## src/rtl/gshare_bp_param.sv

```systemverilog
// Gshare branch predictor: 2-bit counter table indexed by PC xor global history.
// Define GSHARE_STATS_EN to add the stat_lookups / stat_mispredicts counters.
`timescale 1ns/1ps
module gshare_bp_param #(
    parameter int unsigned PC_BITS    = 32,
    parameter int unsigned INDEX_BITS = 8,
    parameter int unsigned GHR_BITS   = 8
) (
    input  logic                clk,
    input  logic                rst_n,
    input  logic                pred_valid,
    input  logic [PC_BITS-1:0]  pred_pc,
    input  logic [6:0]          pred_opcode,
    output logic                pred_ready,
    output logic                pred_out_valid,
    output logic                pred_taken,
    output logic [GHR_BITS-1:0] pred_ghr,
    input  logic                upd_valid,
    input  logic [PC_BITS-1:0]  upd_pc,
    input  logic [GHR_BITS-1:0] upd_ghr,
    input  logic                upd_taken,
    input  logic                upd_mispredict
`ifdef GSHARE_STATS_EN
    ,
    output logic [31:0]         stat_lookups,
    output logic [31:0]         stat_mispredicts
`endif
);

    localparam int unsigned Depth = 1 << INDEX_BITS;
    localparam logic [INDEX_BITS-1:0] LastIdx = INDEX_BITS'(Depth - 1);

    localparam logic [6:0] OpBranch = 7'b1100011;
    localparam logic [6:0] OpJal    = 7'b1101111;
    localparam logic [6:0] OpJalr   = 7'b1100111;

    typedef enum logic [0:0] {StInit, StRun} state_e;

    state_e                state_q, state_d;
    logic [INDEX_BITS-1:0] init_ptr_q, init_ptr_d;
    logic [GHR_BITS-1:0]   ghr_q, ghr_d;
    logic                  out_valid_q;
    logic                  taken_q;
    logic [GHR_BITS-1:0]   ghr_out_q;

    logic [1:0]            pht [Depth];

    logic                  run;
    logic                  lookup_fire;
    logic                  upd_fire;
    logic                  recover;
    logic                  is_cond;
    logic                  is_jump;
    logic [INDEX_BITS-1:0] pred_idx;
    logic [INDEX_BITS-1:0] upd_idx;
    logic [1:0]            pred_ctr;
    logic [1:0]            upd_ctr_old;
    logic [1:0]            upd_ctr_new;
    logic                  lookup_taken;
    logic                  unused_bits;

    assign run         = (state_q == StRun);
    assign lookup_fire = pred_valid & run;
    assign upd_fire    = upd_valid & run;
    assign recover     = upd_fire & upd_mispredict;

    // Only the index slice of each PC participates in the hash.
    assign unused_bits = ^{pred_pc, upd_pc};

    assign pred_idx = pred_pc[INDEX_BITS+1:2] ^ INDEX_BITS'(ghr_q);
    assign upd_idx  = upd_pc[INDEX_BITS+1:2] ^ INDEX_BITS'(upd_ghr);

    assign pred_ctr    = pht[pred_idx];
    assign upd_ctr_old = pht[upd_idx];

    assign is_cond = (pred_opcode == OpBranch);
    assign is_jump = (pred_opcode == OpJal) || (pred_opcode == OpJalr);

    always_comb begin
        lookup_taken = 1'b0;
        if (is_cond) begin
            lookup_taken = pred_ctr[1];
        end else if (is_jump) begin
            lookup_taken = 1'b1;
        end
    end

    always_comb begin
        upd_ctr_new = upd_ctr_old;
        if (upd_taken) begin
            if (upd_ctr_old != 2'b11) begin
                upd_ctr_new = upd_ctr_old + 2'b01;
            end
        end else begin
            if (upd_ctr_old != 2'b00) begin
                upd_ctr_new = upd_ctr_old - 2'b01;
            end
        end
    end

    always_comb begin
        state_d    = state_q;
        init_ptr_d = init_ptr_q;
        unique case (state_q)
            StInit: begin
                init_ptr_d = init_ptr_q + 1'b1;
                if (init_ptr_q == LastIdx) begin
                    state_d = StRun;
                end
            end
            StRun: begin
                state_d = StRun;
            end
            default: begin
                state_d = StInit;
            end
        endcase
    end

    // Recovery overrides the speculative shift of a same-cycle lookup.
    always_comb begin
        ghr_d = ghr_q;
        if (recover) begin
            ghr_d = GHR_BITS'({upd_ghr, upd_taken});
        end else if (lookup_fire && is_cond) begin
            ghr_d = GHR_BITS'({ghr_q, lookup_taken});
        end
    end

    always_ff @(posedge clk or negedge rst_n) begin
        if (!rst_n) begin
            state_q    <= StInit;
            init_ptr_q <= '0;
            ghr_q      <= '0;
        end else begin
            state_q    <= state_d;
            init_ptr_q <= init_ptr_d;
            ghr_q      <= ghr_d;
        end
    end

    always_ff @(posedge clk or negedge rst_n) begin
        if (!rst_n) begin
            out_valid_q <= 1'b0;
            taken_q     <= 1'b0;
            ghr_out_q   <= '0;
        end else begin
            out_valid_q <= lookup_fire;
            if (lookup_fire) begin
                taken_q   <= lookup_taken;
                ghr_out_q <= ghr_q;
            end
        end
    end

    // Table contents are rebuilt by the init sweep, so no reset is needed here.
    always_ff @(posedge clk) begin
        if (!run) begin
            pht[init_ptr_q] <= 2'b01;
        end else if (upd_valid) begin
            pht[upd_idx] <= upd_ctr_new;
        end
    end

    assign pred_ready     = run;
    assign pred_out_valid = out_valid_q;
    assign pred_taken     = taken_q;
    assign pred_ghr       = ghr_out_q;

`ifdef GSHARE_STATS_EN
    logic [31:0] lookups_q;
    logic [31:0] mispredicts_q;

    always_ff @(posedge clk or negedge rst_n) begin
        if (!rst_n) begin
            lookups_q     <= '0;
            mispredicts_q <= '0;
        end else begin
            if (lookup_fire && (lookups_q != 32'hFFFF_FFFF)) begin
                lookups_q <= lookups_q + 32'd1;
            end
            if (recover && (mispredicts_q != 32'hFFFF_FFFF)) begin
                mispredicts_q <= mispredicts_q + 32'd1;
            end
        end
    end

    assign stat_lookups     = lookups_q;
    assign stat_mispredicts = mispredicts_q;
`endif

endmodule

```

## config.mk

```make
export PLATFORM = sky130hd
export DESIGN_NAME = gshare_bp_param
export DESIGN_NICKNAME = d
export VERILOG_FILES = /design/src/rtl/gshare_bp_param.sv
export SDC_FILE = /design/constraint.sdc
export NUM_CORES = 1
export LEC_CHECK = 0
export CAP_MARGIN = 20
export CORE_MARGIN = 10
export CORE_UTILIZATION = 40
export DETAILED_ROUTE_END_ITERATION = 10
export GPL_ROUTABILITY_DRIVEN = 0
export PLACE_DENSITY_LB_ADDON = 0.2
export SYNTH_ARGS = -nofsm -noshare
export SYNTH_HDL_FRONTEND = slang
export SYNTH_SLANG_ARGS = --single-unit
```

## constraint.sdc

```tcl
create_clock -name clk -period 11.4 [get_ports clk]
set_input_delay 2.28 -clock clk [delete_from_list [all_inputs] [get_ports clk]]
set_output_delay 2.28 -clock clk [all_outputs]
set_load 0.01 [all_outputs]
```

* Word level (Yosys, flattened, before mapping)
Memories as Yosys holds them, arrays and structs flattened.
Index checks and enable logic that the tools add are counted.
Widths: inputs -> output; s select.
** Storage, ports and cells
- Bits in writable memories :: 512
- Memories kept :: 1
- Input port bits :: 85
- Output and inout bits :: 11
- Logic and storage cells :: 42
- Bits in registers :: 27
** Memory list
- pht :: depth 256, bits a word 2, read ports 2, clocked after memory_dff 0, wr ports 1, line 46 : logic [1:0] pht [Depth];
** Operators by class
- Bitwise gates (word level) :: 6
- Eq/ne operators :: 5
- Add/sub/neg operators :: 3
- Muxes and demuxes :: 16
- Reduce and logical (&&, ||, !) cells :: 5
** Operators by type and width (count)
- $mux 8 :: 3
- $eq 7x7->1 const B :: 3
- $xor 8x8->8 :: 2
- $add 8x1->8 const B :: 1
- $eq 8x8->1 const B :: 1
- $mux 1 :: 8
- $mux 2 :: 4
- $reduce_bool 2->1 :: 2
- $and 1x1->1 :: 3
- $add 2x1->2 const B :: 1
- $ne 2x2->1 const B :: 1
- $pmux 1 s2 :: 1
- $reduce_or 2->1 :: 1
- $sub 2x1->2 const B :: 1
- $logic_and 1x1->1 :: 1
- $logic_or 1x1->1 :: 1
- $not 1->1 :: 1

* Depth between registers and ports, before layout
Gate-level depths: netlist of the first run.
- Word-level depth :: 6
- Depth in mapped cells :: 13

* Least setup slack after synthesis of the first run
OpenSTA, ideal clock, no wires.
- Kind :: input-to-reg
- Start point :: in upd_ghr[0]
- End point :: mem pht[0][1], data pin
- Setup slack :: -1.267 ns
- Arrival time :: 11.091 ns
- Stages :: 12
- Library setup time :: 1.576 ns
- Cell sequence :: xnor2_1 -> buf_6 -> buf_6 -> nor2_1 -> buf_4 -> a32oi_1 -> a31oi_1 -> o211ai_1 -> a31oi_1 -> nor4_2 -> o21ai_0 -> a21oi_1
** Between the ends
- Cells in the longest elaborated chain, start to end :: 6
- Elaborated cells between the ends (all ways) :: 10
** RTL lines
- from (decl) :: line 20 : input logic [GHR_BITS-1:0] upd_ghr,
- $xor 8x8->8 * :: line 71 : assign upd_idx = upd_pc[INDEX_BITS+1:2] ^ INDEX_BITS'(upd_ghr);
- $mem_v2 256x2 *
- $sub 2x1->2, or another cell as far along :: line 96 : upd_ctr_new = upd_ctr_old - 2'b01;
- $mux 2 (on tied branches) :: line 95, 91
- $mux 2 * :: line 90 : if (upd_taken) begin
- $mux 2 (no source line) *
- to (decl) :: line 46
Mark *: on every way between the ends. The rest lies on a longest branch, timed or not.

* Final worst setup path of the first run
- Start point :: in upd_ghr[3]
- End point :: mem pht[82][1], data pin
The elaborated chain is that of the path after synthesis.

==> run_results.csv, run 1 <==
group,metric,value,unit
clock_tree,clk_latency,630,ps
cells_and_area,layout.cells.non_filler,2712,
run_status,outcome,"completed",
floorplanning,ios,96,
routing,wirelength,79700,um
clock_tree,holdBufCountCts,0,
place,dp.final_hpwl,47700,um
clock_tree,cts_htree_levels,2,
timing,slew-limit-headroom,16.7,%
clock_tree,clockBufferDepth,3,
worst_setup_path,end_kind,"flip-flop",
place,dp_cells,2607,
global_route,overflow,0,
floorplanning,fp-row-count,91,
timing,finalClockSkew,24.4,ps
clock_tree,cts-root-buf,"clkbuf_16",
timing,rsz0062_at_grt,"no",
logic_synthesis,yosys_register_bits,539,
worst_setup_path,cp_max_fo,208,
clock_tree,cts_setup_buffers,0,
global_route,grt_pass1_wl,115000,um
worst_setup_path,cp_common_cell,"nand4_1",
worst_setup_path,start_kind,"input pin",
timing,fin_crit_sh,58.3,%
worst_setup_path,cp.required,11680,ps
hold_path,holdPathEnd,"pred_ghr[7]",
timing,setup_violations,0,
routing,detail_route.wl_per_cell,29.4,um
clock_tree,cts_tree,"built",
worst_setup_path,cp_top_family,"buffers and inverters",
routing,vias_per_cell,6.14,
routing,detail-route-antenna-nets,0,
global_route,grt_start_max_net_pins,209,
timing,fin_crit,6640,ps
cells_and_area,area_delta_synth_final,13.4,%
timing,tightestPinTransition,1250,ps
routing,firstDrtPassIters,6,
job,maxCapViolations,0,
worst_setup_path,reg2reg_depth,11,
logic_synthesis,ys_seq_area_share,64.6,%
routing,drtIter0Drc,2211,
worst_setup_path,crit_chain,"clkdlybuf4s50_1, xor2_4, buf_4, nand2_1, a31oi_1, nand4_1, nand4_1, o211ai_1, nor4_1, o21ai_0, a21oi_4, buf_12",
place,io_buffers,47,
pwr,p_leak,8.98,nW
timing,max_freq,0.151,GHz
floorplanning,die_w,269,um
logic_synthesis,syn_inst,1788,
pwr,ir_worst_vdd,0.000116,V
worst_setup_path,crit_path_max_incr_delay,680,ps
global_route,antenna_found_initial,1,
cells_and_area,antenna_cells,0,
hold_path,whs_path_depth,1,
hold_path,hp-class,"reg2reg",
cells_and_area,layout.nets,1917,
worst_setup_path,cpMaxStageDelayCell,"clkdlybuf4s50_1",
timing,slew_viol_final,0,
floorplanning,die_y,269,um
floorplanning,initial_core_util,40.3,%
worst_setup_path,rr_endpoint,"pred_taken",
logic_synthesis,synth_fp_nets,1874,
worst_setup_path,reg2reg_slack,7020,ps
logic_synthesis,ys.flop_type,"edfxtp_1",
logic_synthesis,synth_warnings,0,
hold_path,hold_start,"pred_ghr[7]",
logic_synthesis,synth_edf_count,512,
pwr,power_density,156,nW/um2
floorplanning,die-area,72500,um2
logic_synthesis,synth.distinct_cells,59,
timing,hold_viol,0,
worst_setup_path,reg2reg_from,"ghr_q[0]",
timing,layout_setup_ws,4760,ps
clock_tree,cts_sinks,539,
logic_synthesis,syn_area_per_cell,13.9,um2
clock_tree,cts_buffers,57,
cells_and_area,drive_above_1_share,15.0,%
timing,setup_tns,0,ps
worst_setup_path,cp.arrival,6920,ps
logic_synthesis,synthesis.area,24800,um2
clock_tree,path_clk_slew,60,ps
global_route,grt_pass1_vias,16500,
floorplanning,core_area,61600,um2
routing,drc,0,
routing,vias,16700,
worst_setup_path,criticalPathCategory,"in2reg",
global_route,grt.total_usage,21.5,%
worst_setup_path,crit_buf_inv,3,
clock_tree,post_cts_resize_count,0,
logic_synthesis,async_reset_ff_share,5.01,%
place,place_ws,4260,ps
-- cell families (layout without fill, tap and decap cells) --
group / after synthesis / count (layout) / share of synthesized area [%]
fa+ha+maj: 1 / 1 / 0.0504
xor+xnor: 36 / 36 / 1.38
mux: 183 / 183 / 13.8
buf+inv: 115 / 202 / 2.80
simple gates: 752 / 752 / 12.4
compound gates: 162 / 162 / 4.86
flops: 539 / 539 / 64.6
-- worst reg2reg max path: cells and delay by family, from the launching register on --
kind            cells  cell delay, ps
compound gates      6            1660
xor+xnor            1             160
buf+inv             2            1430
flops               1             570
mux                 1             300
simple gates        1             140
-- worst max-delay path by stage --
stage	slack [ps]	cells past startpoint	start	end
final	4760	12	upd_ghr[3]	pht[82][1]
after CTS	4880	12	upd_ghr[3]	pht[82][1]
after detailed placement	4260	12	upd_ghr[3]	pht[83][1]
after global routing	4620	13	upd_ghr[0]	pht[82][1]
after floorplan	2160	12	upd_ghr[0]	pht[0][1]
after global placement	4290	12	upd_ghr[3]	pht[82][1]
-- final cells by class --
type	instances	area, um2
clock buffer	67	1510
fill	5421	33400
multi-input combinational	1134	8280
timing repair buffer	95	898
inverter	4	15.0
tap	837	1050
clock inverter	36	372
sequential	539	16100
-- report_power, final --
part / total [W] / internal (W) / switching (W)
Clock: 0.00189 / 0.00112 / 0.000775
Combinational: 0.000357 / 0.000109 / 0.000248
Sequential: 0.00213 / 0.00213 / 0
-- per-layer routing --
| metal | part of all wire (%) | track usage [%] |
|---|---|---|
| met5 | 0.016 | 0 |
| met4 | 4.9 | 10.2 |
| met3 | 11 | 5.00 |
| met2 | 45 | 32.6 |
| met1 | 40 | 28.9 |
-- through the flow --
stage                     total power [W]  cell area, um2  util [%]  hold slack, ps
after global placement            0.00252           26300      42.7             489
after detailed placement          0.00252           26300      42.7             492
final                             0.00438           28200      45.7             503
after CTS                         0.00440           28200      45.7             506
after global routing              0.00450           28200      45.7             521
after floorplan                   0.00239           24800         -             455
-- Yosys cell counts (2+ instances only) --
master     instances  area share, %
edfxtp_1         512             62
nand2_1          308            4.7
nor2_1           305            4.6
mux4_2           108            9.8
nand3_1           81            1.6
clkbuf_1          54           0.82
mux2i_1           51            2.1
a32oi_1           43            1.5
a31oi_1           32           0.81
nand4_1           32           0.81
dfrtp_1           27            2.7
buf_2             26           0.52
o21ai_0           20           0.40
a22oi_1           18           0.54
xnor2_1           18           0.63
xor2_1            16           0.56
mux4_1            15            1.6
clkbuf_8          10           0.55
and3_1             9           0.23
buf_4              9           0.27
mux2_2             9           0.41
a21oi_1            7           0.14
a311oi_1           5           0.18
buf_6              5           0.23
o211ai_1           5           0.15
o31ai_1            5           0.15
inv_1              4          0.060
nand3b_1           4           0.12
o2111ai_1          4           0.14
a31o_2             3           0.11
buf_1              3          0.045
buf_12             3           0.24
nor4_1             3          0.076
o21a_1             3          0.091
a211oi_1           2          0.060
a221o_1            2          0.081
a32o_1             2          0.081
a41oi_1            2          0.071
nand2b_1           2          0.050
nor3_1             2          0.040
-- sequential cells by signal, summed over array words and instances, names as in the netlist --
name	flops
pred_ready	1
pred_out_valid	1
pht	512
ghr_q	8
pred_ghr	8
pred_taken	1
init_ptr_q	8
-- cells in the final DEF, fill, tap and decap left out, drive strengths merged, types with 3 or more instances in the layout --
master / instances
edfxtp: 512
nand2: 308
nor2: 306
mux4: 123
nand3: 81
clkbuf: 67
mux2i: 51
buf: 48
clkdlybuf4s50: 47
a32oi: 43
a31oi: 32
nand4: 32
dfrtp: 27
clkinv: 27
o21ai: 20
xnor2: 19
a22oi: 18
xor2: 17
and3: 9
mux2: 9
bufinv: 8
a21oi: 8
a311oi: 5
o211ai: 5
o31ai: 5
inv: 5
o2111ai: 4
nand3b: 4
nor4: 4
o21a: 3
a31o: 3
nor3: 3
Note: power is estimated with default switching activity, not from simulation.
==> inputs of run 2 (changes only) <==
==> constraint.sdc (replaced) <==
create_clock -name clk -period 6.6 [get_ports clk]
set_input_delay 1.32 -clock clk [delete_from_list [all_inputs] [get_ports clk]]
set_output_delay 1.32 -clock clk [all_outputs]
set_load 0.01 [all_outputs]
==> run_results.csv, run 2 (synthesis gave the netlist of run 1 again) <==
group,metric,value,unit
worst_setup_path,cp_max_fo,80,
timing,rsz0062_at_grt,"no",
pwr,ir_worst_vdd,0.000196,V
cells_and_area,layout_commonest_cell,"edfxtp_1",
run_status,outcome,"completed",
job,maxCapViolations,0,
global_route,overflow,0,
cells_and_area,layout.nets,1945,
floorplanning,ios,96,
timing,tightestPinTransition,975,ps
cells_and_area,drive_above_1_share,16.1,%
cells_and_area,regMostFlops,"pht",
worst_setup_path,cp.required,6980,ps
cells_and_area,most-common-layout-cells,"512 x edfxtp_1, 308 x nand2_1, 301 x nor2_1",
pwr,finalPower,0.00754,W
routing,detail_route.wl_per_cell,29.5,um
clock_tree,cts_setup_buffers,0,
clock_tree,cts-root-buf,"clkbuf_16",
cells_and_area,largest_register_ffs,512,
global_route,grt_pass1_wl,117000,um
clock_tree,cts_tree,"built",
routing,firstDrtPassIters,6,
routing,wirelength,80900,um
routing,vias_per_cell,6.11,
cells_and_area,antenna_cells,0,
floorplanning,fp-row-count,91,
floorplanning,die_w,269,um
cells_and_area,area_delta_synth_final,14.5,%
routing,vias,16700,
timing,fin_crit,5290,ps
timing,setup_violations,0,
pwr,power_density,265,nW/um2
clock_tree,clockBufferDepth,3,
routing,wirelength_met1,32300,um
timing,slew-limit-headroom,34.7,%
cells_and_area,postLayoutCoreUtil,46.2,%
floorplanning,initial_core_util,40.3,%
worst_setup_path,start_kind,"input pin",
floorplanning,die_y,269,um
worst_setup_path,cp.arrival,5670,ps
timing,setup_tns,0,ps
clock_tree,cts_sinks,539,
place,dpl_cell_area,26600,um2
cells_and_area,fin_area,28400,um2
clock_tree,cts_htree_levels,2,
clock_tree,post_cts_resize_count,0,
place,io_buffers,47,
global_route,grt_start_max_net_pins,109,
routing,drtIter0Drc,2184,
global_route,grt_pass1_vias,16700,
worst_setup_path,end_kind,"flip-flop",
worst_setup_path,criticalPathCategory,"in2reg",
routing,topRoutingLayerUsed,"met4",
floorplanning,core_area,61600,um2
timing,hold_viol,0,
floorplanning,die-area,72500,um2
place,dp.final_hpwl,51400,um
pwr,p_leak,9.16,nW
routing,wl_met2,36900,um
clock_tree,clk_latency,620,ps
clock_tree,path_clk_slew,60,ps
routing,detail-route-antenna-nets,0,
clock_tree,cts_buffers,55,
routing,wl_met3,7890,um
timing,slew_viol_final,0,
global_route,antenna_found_initial,0,
hold_path,hp-class,"reg2reg",
timing,max_freq,0.189,GHz
timing,fin_crit_sh,80.2,%
global_route,grt.total_usage,21.8,%
clock_tree,holdBufCountCts,0,
routing,drc,0,
timing,finalClockSkew,23.0,ps
-- run 2: through the flow --
| stage | worst slack, ps | hold slack (ps) | instances |
|---|---|---|---|
| floorplan | 253 | 455 | 1788 |
| finish | 1310 | 504 | 2741 |
| global placement | 908 | 489 | 2638 |
| CTS | 1450 | 507 | 2740 |
| global route | 1240 | 513 | 2741 |
| detailed placement | 816 | 494 | 2638 |
-- run 2: worst paths after layout --
kind	startpoint	end	slack, ps	depth (start not counted)
max in group asynchronous	rst_n	pred_ghr[0]	5230	2
min in group asynchronous	rst_n	init_ptr_q[1]	1090	2
worst max-delay path	upd_ghr[1]	pht[36][1]	1310	12
worst max register to register	ghr_q[0]	pred_taken	2870	9
worst min register to register	pred_ghr[7]	pred_ghr[7]	500	1
worst min-delay path	pred_ghr[7]	pred_ghr[7]	500	1
-- run 2: layer usage --
layer / vias to the layer above / global-route usage [%]
li1: 6990 / -
met3: 212 / 3.99
met5: - / 0
met4: 0 / 9.89
met1: 8544 / 29.4
met2: 991 / 33.8
-- run 2: layout make-up --
| type | count | area (um2) |
|---|---|---|
| clock buffer | 65 | 1460 |
| clock inverter | 37 | 379 |
| fill | 5437 | 33100 |
| inverter | 4 | 15.0 |
| multi-input combinational | 1134 | 8250 |
| sequential | 539 | 16100 |
| tap | 837 | 1050 |
| timing repair buffer | 125 | 1250 |
-- run 2: worst max-delay path: stages --
cell,delay [ps]
clkdlybuf4s50_1,560
xnor2_2,830
buf_4,440
nand2_1,90
a31oi_1,220
a31oi_1,130
o211ai_1,380
a31oi_1,160
nor4_2,470
o21ai_0,240
a21oi_4,380
buf_12,330
-- run 2: power by group --
| group | leakage, nW | total (W) | switching (W) | internal [W] |
|---|---|---|---|---|
| Clock | 0.913 | 0.00322 | 0.00133 | 0.00188 |
| Combinational | 3.38 | 0.000639 | 0.000432 | 0.000207 |
| Sequential | 4.86 | 0.00369 | 0 | 0.00369 |
